$ cat src/rtl/fft_result_reader.sv
// Streams the N complex bins of a finished FFT out of one result BRAM bank,
// optionally undoing bit-reversed ordering, over a valid/ready interface.
module fft_result_reader #(
    parameter int N           = 64,
    parameter int DATA_WIDTH  = 8,
    parameter int BIT_REVERSE = 1,
    localparam int ADDR_WIDTH = $clog2(N),
    localparam int WORD_WIDTH = 2 * DATA_WIDTH
) (
    input  logic                  clk,
    input  logic                  rst_n,
    input  logic                  start,
    input  logic                  bank_sel,
    output logic                  busy,
    output logic                  done,
    output logic                  ram_en0,
    output logic                  ram_en1,
    output logic [ADDR_WIDTH-1:0] ram_addr,
    input  logic [WORD_WIDTH-1:0] ram_dout0,
    input  logic [WORD_WIDTH-1:0] ram_dout1,
    output logic                  m_valid,
    input  logic                  m_ready,
    output logic [WORD_WIDTH-1:0] m_data,
    output logic [ADDR_WIDTH-1:0] m_index,
    output logic                  m_last
);

    typedef enum logic [1:0] {S_IDLE, S_READ, S_DRAIN} state_t;

    state_t                state_q, state_d;
    logic                  bank_q, bank_d;
    logic [ADDR_WIDTH:0]   rd_k_q, rd_k_d;
    logic                  inflight_q;
    logic [ADDR_WIDTH-1:0] infl_idx_q;
    logic [WORD_WIDTH-1:0] fifo_data_q [2];
    logic [ADDR_WIDTH-1:0] fifo_idx_q  [2];
    logic                  wr_ptr_q, rd_ptr_q;
    logic [1:0]            count_q;
    logic                  done_q;

    logic                  issue, issue_bank, pop, push, credit_ok;
    logic [2:0]            occ;
    logic [ADDR_WIDTH-1:0] issue_k, issue_rev;

    assign m_valid = (count_q != 2'd0);
    assign m_data  = fifo_data_q[rd_ptr_q];
    assign m_index = fifo_idx_q[rd_ptr_q];
    assign m_last  = m_valid && (m_index == ADDR_WIDTH'(N - 1));
    assign pop     = m_valid & m_ready;
    assign push    = inflight_q;
    assign busy    = (state_q != S_IDLE);
    assign done    = done_q;

    // A slot freed by this cycle's pop counts as credit, which keeps one bin per clock.
    assign occ       = {1'b0, count_q} + {2'b00, inflight_q} - {2'b00, pop};
    assign credit_ok = (occ < 3'd2);
    assign issue_k   = (state_q == S_READ) ? rd_k_q[ADDR_WIDTH-1:0] : '0;

    for (genvar gi = 0; gi < ADDR_WIDTH; gi++) begin : g_rev
        assign issue_rev[gi] = issue_k[ADDR_WIDTH-1-gi];
    end

    always_comb begin
        state_d    = state_q;
        bank_d     = bank_q;
        rd_k_d     = rd_k_q;
        issue      = 1'b0;
        issue_bank = bank_q;
        case (state_q)
            S_IDLE: begin
                // Bin 0 is read in the start cycle itself so it is visible two cycles later.
                if (start) begin
                    issue      = 1'b1;
                    issue_bank = bank_sel;
                    bank_d     = bank_sel;
                    rd_k_d     = (ADDR_WIDTH+1)'(1);
                    state_d    = S_READ;
                end
            end
            S_READ: begin
                if (credit_ok) begin
                    issue  = 1'b1;
                    rd_k_d = rd_k_q + 1'b1;
                    if (rd_k_q == (ADDR_WIDTH+1)'(N - 1)) begin
                        state_d = S_DRAIN;
                    end
                end
            end
            S_DRAIN: begin
                if (pop && m_last) begin
                    state_d = S_IDLE;
                end
            end
            default: state_d = S_IDLE;
        endcase
    end

    assign ram_en0  = issue & ~issue_bank;
    assign ram_en1  = issue & issue_bank;
    assign ram_addr = !issue ? '0 : ((BIT_REVERSE != 0) ? issue_rev : issue_k);

    always_ff @(posedge clk or negedge rst_n) begin
        if (!rst_n) begin
            state_q    <= S_IDLE;
            bank_q     <= 1'b0;
            rd_k_q     <= '0;
            inflight_q <= 1'b0;
            infl_idx_q <= '0;
            wr_ptr_q   <= 1'b0;
            rd_ptr_q   <= 1'b0;
            count_q    <= 2'd0;
            done_q     <= 1'b0;
            for (int i = 0; i < 2; i++) begin
                fifo_data_q[i] <= '0;
                fifo_idx_q[i]  <= '0;
            end
        end else begin
            state_q    <= state_d;
            bank_q     <= bank_d;
            rd_k_q     <= rd_k_d;
            inflight_q <= issue;
            infl_idx_q <= issue_k;
            done_q     <= pop & m_last;
            if (push) begin
                fifo_data_q[wr_ptr_q] <= bank_q ? ram_dout1 : ram_dout0;
                fifo_idx_q[wr_ptr_q]  <= infl_idx_q;
                wr_ptr_q              <= ~wr_ptr_q;
            end
            if (pop) begin
                rd_ptr_q <= ~rd_ptr_q;
            end
            count_q <= count_q + {1'b0, push} - {1'b0, pop};
        end
    end

endmodule

$ cat config.mk
export PLATFORM = sky130hd
export DESIGN_NAME = fft_result_reader
export DESIGN_NICKNAME = d
export VERILOG_FILES = /design/src/rtl/fft_result_reader.sv
export SDC_FILE = /design/constraint.sdc
export NUM_CORES = 1
export LEC_CHECK = 0
export ABC_AREA = 1
export ABC_CLOCK_PERIOD_IN_PS = 3300
export CAP_MARGIN = 30
export CORE_MARGIN = 1.5
export CORE_UTILIZATION = 40
export DETAILED_ROUTE_END_ITERATION = 12
export DONT_BUFFER_PORTS = 1
export GPL_TIMING_DRIVEN = 0
export PLACE_DENSITY = 0.56
export SLEW_MARGIN = 15
export SYNTH_ARGS = -nofsm -noshare
export SYNTH_HDL_FRONTEND = slang
export SYNTH_SLANG_ARGS = --single-unit
$ cat constraint.sdc
create_clock -name clk -period 3.3 [get_ports clk]
set_input_delay 0.66 -clock clk [delete_from_list [all_inputs] [get_ports clk]]
set_output_delay 0.66 -clock clk [all_outputs]
set_load 0.01 [all_outputs]
# After elaboration in Yosys (flattened, before gate mapping)
# Cells that the tools add are included.
op_classes:
  bitwise_logic: 9
  n_eq_ne: 8
  mux: 28
  magnitude_cmp: 4
  reduce_logical: 9
  addsub: 5
op_table:
  columns: ["op", "n"]
  rows:
  - ["$mux 16", 5]
  - ["$mux 6", 6]
  - ["$bwmux 32", 1]
  - ["$demux 16 s1", 1]
  - ["$mux 7", 2]
  - ["$pmux 7 s2", 1]
  - ["$bwmux 12", 1]
  - ["$mux 2", 4]
  - ["$add 7x1->7 const B", 1]
  - ["$eq 7x6->1 const B", 1]
  - ["$demux 6 s1", 1]
  - ["$eq 6x6->1 const B", 1]
  - ["$ne 2x2->1 const B", 3]
  - ["$pmux 2 s3", 1]
  - ["$reduce_bool 2->1", 3]
  - ["$and 1x1->1", 4]
  - ["$ge 2x2->1 const B", 2]
  - ["$mux 1", 4]
  - ["$not 1->2", 2]
  - ["$reduce_and 4->1", 1]
  - ["$add 2x1->3", 1]
  - ["$logic_and 1x1->1", 3]
  - ["$lt 3x2->1 const B", 1]
  - ["$not 1->1", 3]
  - ["10 further kinds", 10]
word_totals:
  in_bits: 37
  regBits: 66
  output_inout_bits: 34

# Logic depth before layout (Yosys ltp)
depth:
  ltp_word: 9
  mapped_depth: 16
  depth_no_buf: 16

# Worst setup path after synthesis
# No wires, ideal clock.
synth_path:
  path_type: "input -> output"
  start: "in m_ready"
  end: "out ram_addr[4]"
  slack_ns: 0.302
  required_time_ns: 2.640
  cell_stages: 12
  arrival_ns: 2.338
  path_cell_list: "nand2_1 inv_1 ha_1 inv_1 ha_1 inv_1 fa_1 nand3_2 o21ai_4 buf_6 nand2_1 inv_1"
synth_via:
  elab_chain_cells: 6
synth_lines:
  columns: ["item", "line", "source"]
  rows:
  - ["from (decl)", "22", "input logic m_ready,"]
  - ["$and 1x1->1", "49", "assign pop = m_valid & m_ready;"]
  - ["named net pop", "41", "logic issue, issue_bank, pop, push, credit_ok;"]
  - ["$sub 3x1->3", "55", "assign occ = {1'b0, count_q} + {2'b00, inflight_q} - {2'b00, pop};"]
  - ["$lt 3x2->1", "56", "assign credit_ok = (occ < 3'd2);"]
  - ["$mux 1", "81", "if (credit_ok) begin"]
  - ["$pmux 1 s2", "69", "case (state_q)"]
  - ["named net issue", "41", null]
  - ["$mux 6", "100", "assign ram_addr = !issue ? '0 : ((BIT_REVERSE != 0) ? issue_rev : issue_k);"]
  - ["to (decl)", "18", "output logic [ADDR_WIDTH-1:0] ram_addr,"]
# The timed path passes the listed nets, and every way through them passes these cells.

# Final worst setup path
layout_path:
  start: "reg count_q[1]"
  end: "out ram_addr[1]"
layout_via:
  elab_chain_cells: 7
  elab_cells_between_ends: 8
  classes_between: "2 x add/sub; 1 x order compare; 3 x mux; 1 x bitwise; 1 x reduce/logical"
layout_lines:
  columns: ["item", "line", "source"]
  rows:
  - ["from (decl)", "38", "logic [1:0] count_q;"]
  - ["from (signal assigned)", "132", "count_q <= count_q + {1'b0, push} - {1'b0, pop};"]
  - ["$reduce_bool 2->1", "45", "assign m_valid = (count_q != 2'd0);"]
  - ["named net m_valid", "21", "output logic m_valid,"]
  - ["$and 1x1->1", "49", null]
  - ["named net pop", "41", null]
  - ["$sub 3x1->3", "55", null]
  - ["$lt 3x2->1", "56", null]
  - ["$mux 1", "81", null]
  - ["$pmux 1 s2", "69", null]
  - ["named net issue", "41", null]
  - ["$mux 6", "100", null]
# The timed path passes the listed nets, and every way through them passes these cells.

==> results.toml <==
[power]
swShare_pct = 42.0
p_switching_uw = 1650
vdd_drop_max_mv = 0.377
power_uw = 3930
clkPwrFrac_pct = 16.7
p_int_uw = 2280
p_leak_uw = 0.00196
comb_power_share_pct = 49.0
power_density_nw_per_um2 = 1010
sequentialPowerShare_pct = 34.3

[sta]
finalHoldViolCount = 0
fin_ws_ps = 73.4
whs_ps = 19.8
layout_min_cycle_time_ps = 3230
timing.final.crit_share_pct = 97.8
setup_viol = 0
skew_ps = 5.70
rsz0062_at_grt = "true"
max_slew.worst_pin.slew_ps = 528
max_freq_mhz = 310
slew_viol_final = 0
slew_headroom_pct = 64.8

[cells_and_area]
post-route-util_pct = 50.1
nFillCells = 740
mostFrequentLayoutCells = "nand2_1 (139), dfrtp_1 (66), o21ai_0 (48)"
diodes = 0
areaGrowthSynthToFinish_pct = 20.1
layout_commonest_cell = "nand2_1"
final_nets = 476
layout-drive-gt1-share_pct = 23.9

[logic_synthesis]
synth_top_cell_by_area = "dfrtp_1"
synthCells = 392
syn_area_sq_um = 3240
synth_seq_cells = 66
syn_nets = 433
ys_seq_area_share_pct = 51.0
synthDominantCellAreaShare_pct = 51.0
synth-main-ff-cell = "dfrtp_1"
yosys_warnings = 0
synth.avg_cell_area_sq_um = 8.26
ys_top_cells_by_area = "dfrtp_1 (51%), nand2_1 (17%), o21ai_0 (7.4%)"
synth_edf_count = 0
ys_types = 24
synthArstFlopShare_pct = 100

[grt]
track_usage_pct = 18.9
grt_max_degree = 59
grt_first_pass_wirelength_um = 12400
antenna_found_initial = 0
grt.overflow.total = 0
grt_pass1_vias = 2556

[clocking]
clockBufferDepth = 2
cts.sinks = 66
clk_latency_ps = 330
cts_root_buf = "clkbuf_8"
cts_buffers = 9
cts_tree = "yes"
htreeDepth = 3
clkTransAtPathRegs_ps = 60

[die]
core_sq_um = 7770
io_pins = 71
fp.dieW_um = 93.0
die_area_sq_um = 8650
chipHeight_um = 93.0
initial_core_util_pct = 41.7
rows = 32

[drt]
wire_per_inst_um = 14.1
vias_per_cell = 4.79
drc = 0
vias = 2590
drtIter0Drc = 154
finalWirelength_um = 7650
drtPass1Iterations = 4
antenna_left = 0

[critical_path]
crit_family = "adder cells"
cp.buffers_inverters = 6
crit_slowest_cell = "fa_2"
critical_path_required_ps = 2640
path_cells = "inv_2 > nand2_4 > nand2_4 > inv_4 > ha_4 > inv_2 > ha_4 > inv_2 > fa_2 > nand3_4 > o21ai_4 > buf_6 > nand2_2 > inv_2"
worstSetupEndpointType = "output port"
critical_path_class = "register to output port"
arrival_ps = 2570
reg2reg_from = "count_q[1]"
critPathMaxStageDelay_ps = 560
crit_start = "count_q[1]"
crit_path_start_kind = "register"
worstPathMaxFanout = 5
cp_common_cell = "inv_2"

[placed_design]
globalplace.congestion = 0.836
post-place-ws_ps = 58.9
dpl.hpwl_um = 4840
port_buffers = 0

[min_path]
hold_path_class = "primary input to asynchronous set/reset pin"

[status]
outcome = "completed"

[job]
cap_viol_max_count = 0
## cell families (layout without fill, tap and decap cells)
kind of cell	count (synthesis)	after routing	share of synthesized area, %
AND/OR/NAND/NOR	179	179	22.4
adder cells (fa/ha/maj)	4	4	1.78
buffers and inverters	71	118	9.58
AO/OA/AOI/OAI	54	54	9.15
multiplexers	16	16	5.56
XOR/XNOR	2	2	0.541
flip-flops	66	66	51.0
## worst paths after layout
kind	to	slack (ps)	depth (start not counted)
setup / recovery	ram_addr[1]	70	14
hold / removal	fifo_idx_q[5]	20	0
setup reg to reg	rd_ptr_q	80	24
hold reg to reg	fifo_data_q[6]	480	2
max in group asynchronous	fifo_data_q[27]	2260	1
min in group clk	fifo_data_q[6]	480	2
## Yosys cell counts (3+ instances only)
cell type	count
o21ai_0	48
nand3_1	9
buf_2	6
dfrtp_1	66
nor2_4	3
nand2_1	146
nor2_1	15
o21ai_2	3
buf_6	4
ha_1	3
clkbuf_1	5
inv_1	53
mux2_2	16
## layer usage
layer / global-route usage, % / vias up / wire length, um
met5: 0 / - / 0
met2: 29.4 / 86 / 3560
met4: 9.22 / 0 / 187
li1: - / 1291 / -
met3: 3.50 / 18 / 369
met1: 25.4 / 1195 / 3540
## stage by stage
stage	cells	setup TNS (ps)	area, sq um
floorplan	392	0	3240
global placement	494	0	3370
detailed placement	494	0	3370
CTS	539	0	3850
global route	541	-154	3890
finish	541	0	3890
## state kept, by name, summed over array words and instances, names as in the netlist
signal,count
rd_k_q,7
fifo_idx_q,12
bank_q,1
inflight_q,1
done,1
fifo_data_q,32
rd_ptr_q,1
wr_ptr_q,1
infl_idx_q,6
state_q,2
count_q,2
## layout make-up
type | count | area (sq um) | share of cell area, %
plain buffers | 16 | 101 | 2.60
flip-flops and latches | 66 | 1650 | 42.4
inverters | 55 | 211 | 5.43
multi-input cells | 255 | 1340 | 34.4
clock inverters | 3 | 40.0 | 1.03
repair buffers | 32 | 274 | 7.04
well taps | 102 | 128 | 3.28
clock buffers | 12 | 145 | 3.73
## power groups by stage
| stage | registers [uW] | logic [uW] | clock network (uW) |
|---|---|---|---|
| 3_5_place_dp | 1360 | 1550 | 0 |
| 3_3_place_gp | 1350 | 1530 | 0 |
| 4_1_cts | 1350 | 1890 | 673 |
| 5_1_grt | 1390 | 2170 | 711 |
| 6_report | 1350 | 1930 | 655 |
| 2_1_floorplan | 1310 | 1220 | 0 |
## timing repair
action / CTS / global route
setup buffers: 28 / 2
setup endpoints to repair: 8 / 9
hold buffers: 1 / 2
hold endpoints to repair: 9 / 44
cloned: 1 / 0
resized for setup: 27 / 2
pin swaps: 5 / 4
Note: power is estimated with default switching activity, not from simulation.
